File: src/rtl/scaler_matrix_read.sv
// Read side of the scaler line-buffer ring: streams K-row matrix columns from the
// line RAMs and hands consumed lines back to the writer.
module scaler_matrix_read #(
    parameter int KERNEL_MAX        = 4,
    parameter int KERNEL_BITWIDTH   = $clog2(KERNEL_MAX + 1),
    parameter int RAM_NUM           = KERNEL_MAX + 1,
    parameter int RAM_NUM_BITWIDTH  = $clog2(RAM_NUM + 1),
    parameter int RAM_DEEP          = 3840,
    parameter int RAM_ADDR_BITWIDTH = $clog2(RAM_DEEP),
    parameter int RAM_DATA_BITWIDTH = 8,
    parameter int RAM_RD_LATENCY    = 2,
    parameter int HEIGHT_BITWIDTH   = 12
) (
    input  logic                                    s_clk,
    input  logic                                    s_rst_n,
    input  logic                                    s_start,
    input  logic [KERNEL_BITWIDTH-1:0]              cfg_kernel_size,
    input  logic [RAM_ADDR_BITWIDTH-1:0]            cfg_img_width,
    input  logic [HEIGHT_BITWIDTH-1:0]              cfg_img_height,
    input  logic                                    ram_write_done,
    input  logic [RAM_NUM_BITWIDTH-1:0]             ram_write_num,
    output logic [RAM_NUM-1:0]                      ram_enb,
    output logic [RAM_ADDR_BITWIDTH-1:0]            ram_addrb,
    input  logic [RAM_NUM*RAM_DATA_BITWIDTH-1:0]    ram_doutb,
    output logic                                    ram_read_done,
    output logic [RAM_NUM_BITWIDTH-1:0]             ram_read_num,
    output logic                                    m_axis_matrix_valid,
    output logic [KERNEL_MAX*RAM_DATA_BITWIDTH-1:0] m_axis_matrix_data,
    output logic                                    m_axis_matrix_last,
    output logic                                    m_frame_done
);
    localparam int D  = RAM_DATA_BITWIDTH;
    localparam int NB = RAM_NUM_BITWIDTH;
    localparam int IW = $clog2(2 * RAM_NUM);
    localparam int AW = NB + 2;
    localparam int SW = $clog2(RAM_RD_LATENCY + 4);
    localparam logic [IW-1:0] RAM_NUM_I = IW'(RAM_NUM);

    typedef enum logic [2:0] {ST_IDLE, ST_WAIT, ST_READ, ST_DRAIN, ST_REL, ST_FLUSH} state_t;

    state_t                        state_reg;
    logic [KERNEL_BITWIDTH-1:0]    kernel_reg;
    logic [RAM_ADDR_BITWIDTH-1:0]  width_reg;
    logic [HEIGHT_BITWIDTH-1:0]    height_reg;
    logic [HEIGHT_BITWIDTH-1:0]    out_line_reg;
    logic [NB-1:0]                 lines_avail_reg;
    logic [NB-1:0]                 rd_base_reg;
    logic                          write_done_d_reg;
    logic [RAM_ADDR_BITWIDTH-1:0]  addr_reg;
    logic [RAM_NUM-1:0]            enb_reg;
    logic [SW-1:0]                 step_reg;
    logic [RAM_RD_LATENCY-1:0]     valid_pipe_reg;
    logic [RAM_RD_LATENCY-1:0]     last_pipe_reg;
    logic                          read_done_reg;
    logic [NB-1:0]                 read_num_reg;
    logic                          frame_done_reg;

    logic                          cfg_ok;
    logic                          wd_rise;
    logic                          issue;
    logic                          issue_last;
    logic                          rel_fire;
    logic [NB-1:0]                 rel_num;
    logic [IW-1:0]                 base_w;
    logic [IW-1:0]                 base_sum;
    logic [NB-1:0]                 base_next;
    logic [AW-1:0]                 avail_sum;
    logic [AW-1:0]                 avail_next;
    logic [RAM_NUM-1:0]            active_mask;

    assign cfg_ok = (cfg_kernel_size != '0)
                 && (cfg_kernel_size <= KERNEL_BITWIDTH'(KERNEL_MAX))
                 && (cfg_img_width != '0)
                 && (cfg_img_width <= RAM_ADDR_BITWIDTH'(RAM_DEEP))
                 && (cfg_img_height >= HEIGHT_BITWIDTH'(cfg_kernel_size));

    assign wd_rise    = ram_write_done & ~write_done_d_reg;
    assign issue      = |enb_reg;
    assign issue_last = issue && (addr_reg == width_reg - 1'b1);
    assign base_w     = IW'(rd_base_reg);

    // Line releases: one per output line, then the K-1 lines still held at frame end.
    always_comb begin
        rel_fire = 1'b0;
        rel_num  = '0;
        if (state_reg == ST_REL) begin
            rel_fire = 1'b1;
            rel_num  = NB'(1);
        end else if (state_reg == ST_FLUSH && step_reg == SW'(2)
                     && kernel_reg > KERNEL_BITWIDTH'(1)) begin
            rel_fire = 1'b1;
            rel_num  = NB'(kernel_reg - KERNEL_BITWIDTH'(1));
        end
        base_sum  = base_w + IW'(rel_num);
        base_next = (base_sum >= RAM_NUM_I) ? NB'(base_sum - RAM_NUM_I) : NB'(base_sum);
    end

    always_comb begin
        avail_sum = AW'(lines_avail_reg) + (wd_rise ? AW'(ram_write_num) : '0);
        if (avail_sum <= AW'(rel_num)) begin
            avail_next = '0;
        end else begin
            avail_next = avail_sum - AW'(rel_num);
        end
        if (avail_next > AW'(RAM_NUM)) begin
            avail_next = AW'(RAM_NUM);
        end
    end

    // A RAM is active when its distance from rd_base around the ring is below K.
    genvar gi;
    generate
        for (gi = 0; gi < RAM_NUM; gi++) begin : g_mask
            localparam logic [IW-1:0] J = IW'(gi);
            logic [IW-1:0] offset_w;
            assign offset_w        = (J >= base_w) ? J - base_w : J + RAM_NUM_I - base_w;
            assign active_mask[gi] = offset_w < IW'(kernel_reg);
        end

        for (gi = 0; gi < KERNEL_MAX; gi++) begin : g_row
            logic [IW-1:0] sum_w;
            logic [IW-1:0] idx_w;
            assign sum_w = base_w + IW'(gi);
            assign idx_w = (sum_w >= RAM_NUM_I) ? sum_w - RAM_NUM_I : sum_w;
            assign m_axis_matrix_data[gi*D +: D] =
                (m_axis_matrix_valid && (KERNEL_BITWIDTH'(gi) < kernel_reg))
                ? ram_doutb[int'(idx_w)*D +: D] : '0;
        end
    endgenerate

    always_ff @(posedge s_clk or negedge s_rst_n) begin
        if (!s_rst_n) begin
            state_reg        <= ST_IDLE;
            kernel_reg       <= '0;
            width_reg        <= '0;
            height_reg       <= '0;
            out_line_reg     <= '0;
            lines_avail_reg  <= '0;
            rd_base_reg      <= '0;
            write_done_d_reg <= 1'b0;
            addr_reg         <= '0;
            enb_reg          <= '0;
            step_reg         <= '0;
            valid_pipe_reg   <= '0;
            last_pipe_reg    <= '0;
            read_done_reg    <= 1'b0;
            read_num_reg     <= '0;
            frame_done_reg   <= 1'b0;
        end else begin
            write_done_d_reg <= ram_write_done;
            lines_avail_reg  <= (state_reg == ST_IDLE) ? '0 : NB'(avail_next);
            read_done_reg    <= rel_fire;
            read_num_reg     <= rel_fire ? rel_num : '0;
            if (rel_fire) begin
                rd_base_reg <= base_next;
            end
            valid_pipe_reg <= (valid_pipe_reg << 1) | RAM_RD_LATENCY'(issue);
            last_pipe_reg  <= (last_pipe_reg << 1) | RAM_RD_LATENCY'(issue_last);
            frame_done_reg <= 1'b0;

            case (state_reg)
                ST_IDLE: begin
                    if (s_start && cfg_ok) begin
                        kernel_reg   <= cfg_kernel_size;
                        width_reg    <= cfg_img_width;
                        height_reg   <= cfg_img_height;
                        out_line_reg <= '0;
                        state_reg    <= ST_WAIT;
                    end
                end
                ST_WAIT: begin
                    if (AW'(lines_avail_reg) >= AW'(kernel_reg)) begin
                        enb_reg   <= active_mask;
                        addr_reg  <= '0;
                        state_reg <= ST_READ;
                    end
                end
                ST_READ: begin
                    if (addr_reg == width_reg - 1'b1) begin
                        enb_reg   <= '0;
                        addr_reg  <= '0;
                        step_reg  <= '0;
                        state_reg <= ST_DRAIN;
                    end else begin
                        addr_reg <= addr_reg + 1'b1;
                    end
                end
                ST_DRAIN: begin
                    if (step_reg == SW'(RAM_RD_LATENCY - 1)) begin
                        state_reg <= ST_REL;
                    end else begin
                        step_reg <= step_reg + 1'b1;
                    end
                end
                ST_REL: begin
                    out_line_reg <= out_line_reg + 1'b1;
                    step_reg     <= '0;
                    if (out_line_reg == height_reg - HEIGHT_BITWIDTH'(kernel_reg)) begin
                        state_reg <= ST_FLUSH;
                    end else begin
                        state_reg <= ST_WAIT;
                    end
                end
                ST_FLUSH: begin
                    // Two idle cycles before the flush release keep release pulses edge-detectable.
                    step_reg <= step_reg + 1'b1;
                    if (step_reg == SW'(3)) begin
                        frame_done_reg <= 1'b1;
                        state_reg      <= ST_IDLE;
                    end
                end
                default: state_reg <= ST_IDLE;
            endcase
        end
    end

    assign ram_enb             = enb_reg;
    assign ram_addrb           = addr_reg;
    assign ram_read_done       = read_done_reg;
    assign ram_read_num        = read_num_reg;
    assign m_axis_matrix_valid = valid_pipe_reg[RAM_RD_LATENCY-1];
    assign m_axis_matrix_last  = last_pipe_reg[RAM_RD_LATENCY-1];
    assign m_frame_done        = frame_done_reg;

endmodule

File: config.mk
export PLATFORM = sky130hd
export DESIGN_NAME = scaler_matrix_read
export DESIGN_NICKNAME = d
export VERILOG_FILES = /design/src/rtl/scaler_matrix_read.sv
export SDC_FILE = /design/constraint.sdc
export NUM_CORES = 1
export LEC_CHECK = 0
export BUFFER_PORTS_ARGS = -buffer_cell sky130_fd_sc_hd__buf_2
export CORE_MARGIN = 10
export CORE_UTILIZATION = 34
export CTS_CLUSTER_SIZE = 24
export DETAILED_ROUTE_END_ITERATION = 8
export MAX_ROUTING_LAYER = met4
export PLACE_DENSITY = 0.56
export SLEW_MARGIN = 10
export SYNTH_ARGS = -nofsm -noshare
export SYNTH_HDL_FRONTEND = slang
export SYNTH_SLANG_ARGS = --single-unit
File: constraint.sdc
create_clock -name s_clk -period 3.2 [get_ports s_clk]
set_input_delay 0.32 -clock s_clk [delete_from_list [all_inputs] [get_ports s_clk]]
set_output_delay 0.32 -clock s_clk [all_outputs]
set_load 0.02 [all_outputs]
# ---- After elaboration in Yosys (flattened, before gate mapping)
# Index checks and enable logic that the tools add are counted.
dict set report totals {
  memories 0
  romBits 0
  mem_bits_rw 0
  word_cells 161
  latchBits 0
  inputBits 74
  reg_bits 78
}
dict set report classes {
  eq_ne 16
  n_addsub 27
  bitwise 4
  shifts 4
  div_mod_pow 0
  muxes 43
  n_mul 0
  n_lt_le_gt_ge 26
  n_reduce_logical 25
}
# cell n
set op_table {}
lappend op_table {{$shiftx A40 B8 Y8} 4}
lappend op_table {{$pmux W12 S2} 2}
lappend op_table {{$mux W3} 15}
lappend op_table {{$mux W12} 3}
lappend op_table {{$mux W4} 9}
lappend op_table {{$mux W8} 4}
lappend op_table {{$add A12 B1 Y12 const B} 2}
lappend op_table {{$eq A12 B12 Y1} 2}
lappend op_table {{$lt A4 B3 Y1} 5}
lappend op_table {{$pmux W3 S6} 1}
lappend op_table {{$ge A4 B3 Y1 const B} 4}
lappend op_table {{$sub A3 B3 Y4 const A} 4}
lappend op_table {{$mux W5} 3}
lappend op_table {{$eq A3 B2 Y1 const B} 4}
lappend op_table {{$ge A12 B3 Y1} 1}
lappend op_table {{$le A12 B12 Y1 const B} 1}
lappend op_table {{$logic_and A1 B1 Y1} 12}
lappend op_table {{$pmux W3 S4} 1}
lappend op_table {{$reduce_bool A12 Y1} 1}
lappend op_table {{$sub A12 B1 Y12 const B} 1}
lappend op_table {{$sub A12 B3 Y12} 1}
lappend op_table {{$sub A4 B3 Y4 const B} 3}
lappend op_table {{$pmux W5 S2} 1}
lappend op_table {{$add A3 B2 Y4 const B} 2}
lappend op_table {{other kinds (37)} 59}

# ---- Longest topological paths before layout
dict set report depth {
  ltp_word 10
  depth_mapped 15
  mapped_depth_nobuf 15
}

# ---- Least setup slack after synthesis
# OpenSTA, ideal clock, no wires.
dict set report synth_timing {
  path_type {reg2out}
  start {register rd_base_reg[1]}
  end {output port m_axis_matrix_data[28]}
  stages_incl_launch_ff 11
  arrival_time_ns 3.159
  slack_ns -0.279
  path_cell_list {dfrtp_1 > inv_1 > ha_1 > ha_1 > buf_2 > a21oi_1 > mux2i_1 > clkbuf_1 > a21oi_1 > o22a_1 > a211oi_1}
}
dict set report synth_via {
  elab_chain_len 5
  elab_cells_between_ends 6
  cone_classes {2 x add/sub; 1 x order compare; 1 x shift; 2 x mux}
}
# element line_no
set synth_lines {}
lappend synth_lines {{start, declared} 47} ;# logic [NB-1:0] rd_base_reg;
lappend synth_lines {{start signal, assigned} 155} ;# rd_base_reg <= base_next;
lappend synth_lines {{$add A3 B2 Y4 (*)} 123} ;# assign sum_w = base_w + IW'(gi);
lappend synth_lines {{$sub A4 B3 Y4 / $ge A4 B3 Y1 (equally long branches)} 124} ;# assign idx_w = (sum_w >= RAM_NUM_I) ? sum_w - RAM_NUM_I : sum_w;
lappend synth_lines {{$mux W4 (*)} 124}
lappend synth_lines {{$shiftx A40 B8 Y8 (*)} 127} ;# ? ram_doutb[int'(idx_w)*D +: D] : '0;
lappend synth_lines {{$mux W8 (*)} 127}
lappend synth_lines {{end, declared} 28} ;# output logic [KERNEL_MAX*RAM_DATA_BITWIDTH-1:0] m_axis_matrix_data,
# Every way passes the cells marked *; elsewhere a longest branch is shown, timed or not.

# ---- Final worst setup path
dict set report layout_timing {
  start {register rd_base_reg[0]}
  end {output port m_axis_matrix_data[23]}
}
# Same word-level chain as after synthesis.

==> impl_metrics.tcl <==
set metrics [dict create \
    synth.most_common_cell "nor2_1" \
    grt_pass1_vias 6512 \
    ys_seq_elements 78 \
    worst_pin_slew_ns 1.02 \
    synthArstFlopShare_pct 100 \
    power.leakage_uw 0.00426 \
    drive_above_1_share_pct 33.9 \
    critPathKind "reg2out" \
    avgRoutedWirePerCell_um 17.2 \
    pwr-share-seq_pct 23.1 \
    cts.sinks 78 \
    syn-num-nets 934 \
    switchingPower_uw 3400 \
    grt_max_degree 79 \
    period_needed_ns 3.24 \
    rsz0062_at_grt "yes" \
    p_per_area_nw_per_um2 824 \
    overflow 0 \
    final_area_um2 9310 \
    intPower_uw 4270 \
    r2r-start "kernel_reg[0]$_DFFE_PN0P_" \
    violations "setup timing" \
    grt_pass1_wl_um 34500 \
    drtIter0Drc 380 \
    cp.required_ns 2.88 \
    setup_ws_ns -0.0441 \
    diodes 0 \
    utilization_pct 44.6 \
    worstSkewPairLatency_ns 0.35 \
    num_rows 53 \
    htree_levels 3 \
    clockBufferDepth 2 \
    synth_cell_type_count 65 \
    post_synth_and_or_nand_nor_area_fraction_pct 18.4 \
    hold_viol 0 \
    grt_use_total_pct 15.9 \
    dp_hpwl_um 16300 \
    status "finished, violations left" \
    dieArea_um2 27300 \
    drt-vias-per-instance 5.37 \
    crit_end "m_axis_matrix_data[23]" \
    p_comb_share_pct 61.3 \
    io_buffer_count 129 \
    antenna_found_initial 0 \
    clkPwrFrac_pct 15.5 \
    fillers 2077 \
    cts_tree "built" \
    synth_ff_type "dfrtp_1" \
    skew_ns 0.00728 \
    synth_common_cells "81 x nor2_1, 78 x dfrtp_1, 63 x nand2_1, 56 x ha_1, 53 x o21ai_0" \
    cts-buffers-inserted 9 \
    p_total_uw 7670 \
    clk_pin_slew_worst_paths_ns 0.06 \
    clock.fmax_mhz 308 \
    cts-root-buf "clkbuf_16" \
    maxSlewHeadroom_pct 32.1 \
    routed_wirelength_um 21600 \
    synth_fa_ha_area_share_pct 11.2 \
    cap_violations 0 \
    fin_hold_ws_ns 0.0879 \
    postRouteAntennaNets 0 \
    gp_congestion 0.907 \
    syn_area_um2 7160 \
    synth_top_family_by_area "compound AO/OA/AOI/OAI gates" \
    swShare_pct 44.3 \
    io_pins 130 \
    rrSetupSlack_ns 0.32 \
    synth_compound_area_share_pct 19.3 \
    yosysWarnings 0 \
    yosysTopAreaCell "dfrtp_1" \
    drv_slew 0 \
    vias 6724 \
    syn_area_per_cell_um2 8.96 \
    die_h_um 165 \
    critPathLaunch "rd_base_reg[0]$_DFFE_PN0P_" \
    hold_path.class "in2reg" \
    syn_inst 799 \
    first_pass_iters 5 \
    ys_seq_area_share_pct 27.3 \
    yosysTopAreaCellShare_pct 27.3 \
    drc_errors 0 \
    postPlaceCellArea_um2 8440 \
    synth_edf_count 0 \
    min_period_over_period_pct 101 \
    setup_viol 7 \
    vdd_ir_drop_max_v 0.000518 \
    crit_fanout 8 \
    startpoint_type "flop" \
    nets 1107 \
    start_util_pct 34.3 \
    synth_xor_xnor_area_share_pct 5.66 \
    rr_worst_depth 13 \
    synth_area_leaders "dfrtp_1 27%, ha_1 9.8%, mux4_2 6.9%" \
    die-width_um 165 \
    timing.rr.end "rd_base_reg[1]$_DFFE_PN0P_" \
    coreArea_um2 20900 \
    setup_tns_ns -0.250 \
    synthMuxAreaShare_pct 14.2 \
    cp-end-kind "primary output" \
    worstPathArrival_ns 2.92 \
    area_growth_pct 30.0 \
]
## through the flow
| stage | setup WS (ns) | cells |
|---|---|---|
| 5_1_grt | -0.149 | 1252 |
| 3_5_place_dp | -0.0774 | 1217 |
| 6_report | -0.0441 | 1252 |
| 2_1_floorplan | -0.0369 | 799 |
| 4_1_cts | -0.0517 | 1243 |
| 3_3_place_gp | 0.0794 | 1217 |
## worst max-delay path, stage by stage (launching register included)
cell	delay (ns)
dfrtp_1	0.41
inv_2	0.11
ha_4	0.14
inv_2	0.04
fa_2	0.43
a21oi_4	0.24
xnor2_4	0.25
mux4_2	0.58
a22oi_2	0.18
nor2_2	0.06
buf_6	0.15
## layout make-up
| cell class | instances | area [µm²] | area share (%) |
|---|---|---|---|
| multi-input cells | 651 | 5250 | 56.4 |
| flip-flops and latches | 78 | 1950 | 21.0 |
| repair buffers | 193 | 1270 | 13.7 |
| well taps | 275 | 344 | 3.69 |
| clock buffers | 11 | 233 | 2.50 |
| inverters | 39 | 149 | 1.60 |
| clock inverters | 5 | 108 | 1.16 |
## cell families after synthesis
logic type | Yosys count
simple gates | 268
fa+ha+maj | 61
buf+inv | 70
mux | 66
compound gates | 213
flops | 78
xor+xnor | 43
## per-layer routing
layer / vias up / GRT usage [%] / share of wire (%)
met5: - / - / 0
li1: 3294 / - / -
met3: 20 / 2.68 / 6.1
met2: 196 / 25.2 / 47
met1: 3214 / 20.8 / 46
met4: 0 / 4.23 / 1.2
## worst min-delay path by stage
stage | from | to | slack [ns] | cells past startpoint
floorplan | s_rst_n | height_reg[0]$_DFFE_PN0P_ | 0.02 | 0
global placement | last_pipe_reg[0]$_DFF_PN0_ | last_pipe_reg[1]$_DFF_PN0_ | 0.33 | 0
detailed placement | last_pipe_reg[0]$_DFF_PN0_ | last_pipe_reg[1]$_DFF_PN0_ | 0.34 | 0
CTS | ram_write_done | write_done_d_reg$_DFF_PN0_ | 0.07 | 1
global route | ram_write_done | write_done_d_reg$_DFF_PN0_ | 0.08 | 1
finish | ram_write_done | write_done_d_reg$_DFF_PN0_ | 0.09 | 1
## cell usage in the layout (no fill, tap or decap), drive strengths merged, types with 6 or more instances in the layout
master  synthesis  routed
a21oi          49      49
nor3           16      16
a21o           12      12
xor2           17      17
nand3b          9       9
nand3          38      38
nor2b           8       8
nand2b         12      12
mux2i          15      15
nand4           6       6
mux2           26      26
clkbuf         17      11
and3           10      10
a211oi         10      10
a21boi          7       7
buf            14     192
nand2          63      63
a22oi          32      32
ha             56      56
xnor2          25      25
nor2           81      81
mux4           25      25
a31oi           7       7
o211ai          6       6
o22a            8       8
inv            39      39
o21ai          56      56
dfrtp          78      78
nor4            9       9
## what timing repair did
item,CTS,global route
resized for setup,33,58
setup endpoints to repair,35,38
pin swaps,4,26
setup buffers,8,9
hold buffers,0,0
gates cloned,2,0
## power by group through the flow
stage          sequential [µW]  clock [µW]  combinational, µW
2_1_floorplan             1710           0               3150
3_3_place_gp              1790           0               4220
3_5_place_dp              1790           0               4270
4_1_cts                   1770        1230               4540
5_1_grt                   1830        1270               5250
6_report                  1770        1190               4710
(Power assumes the default switching activity.)
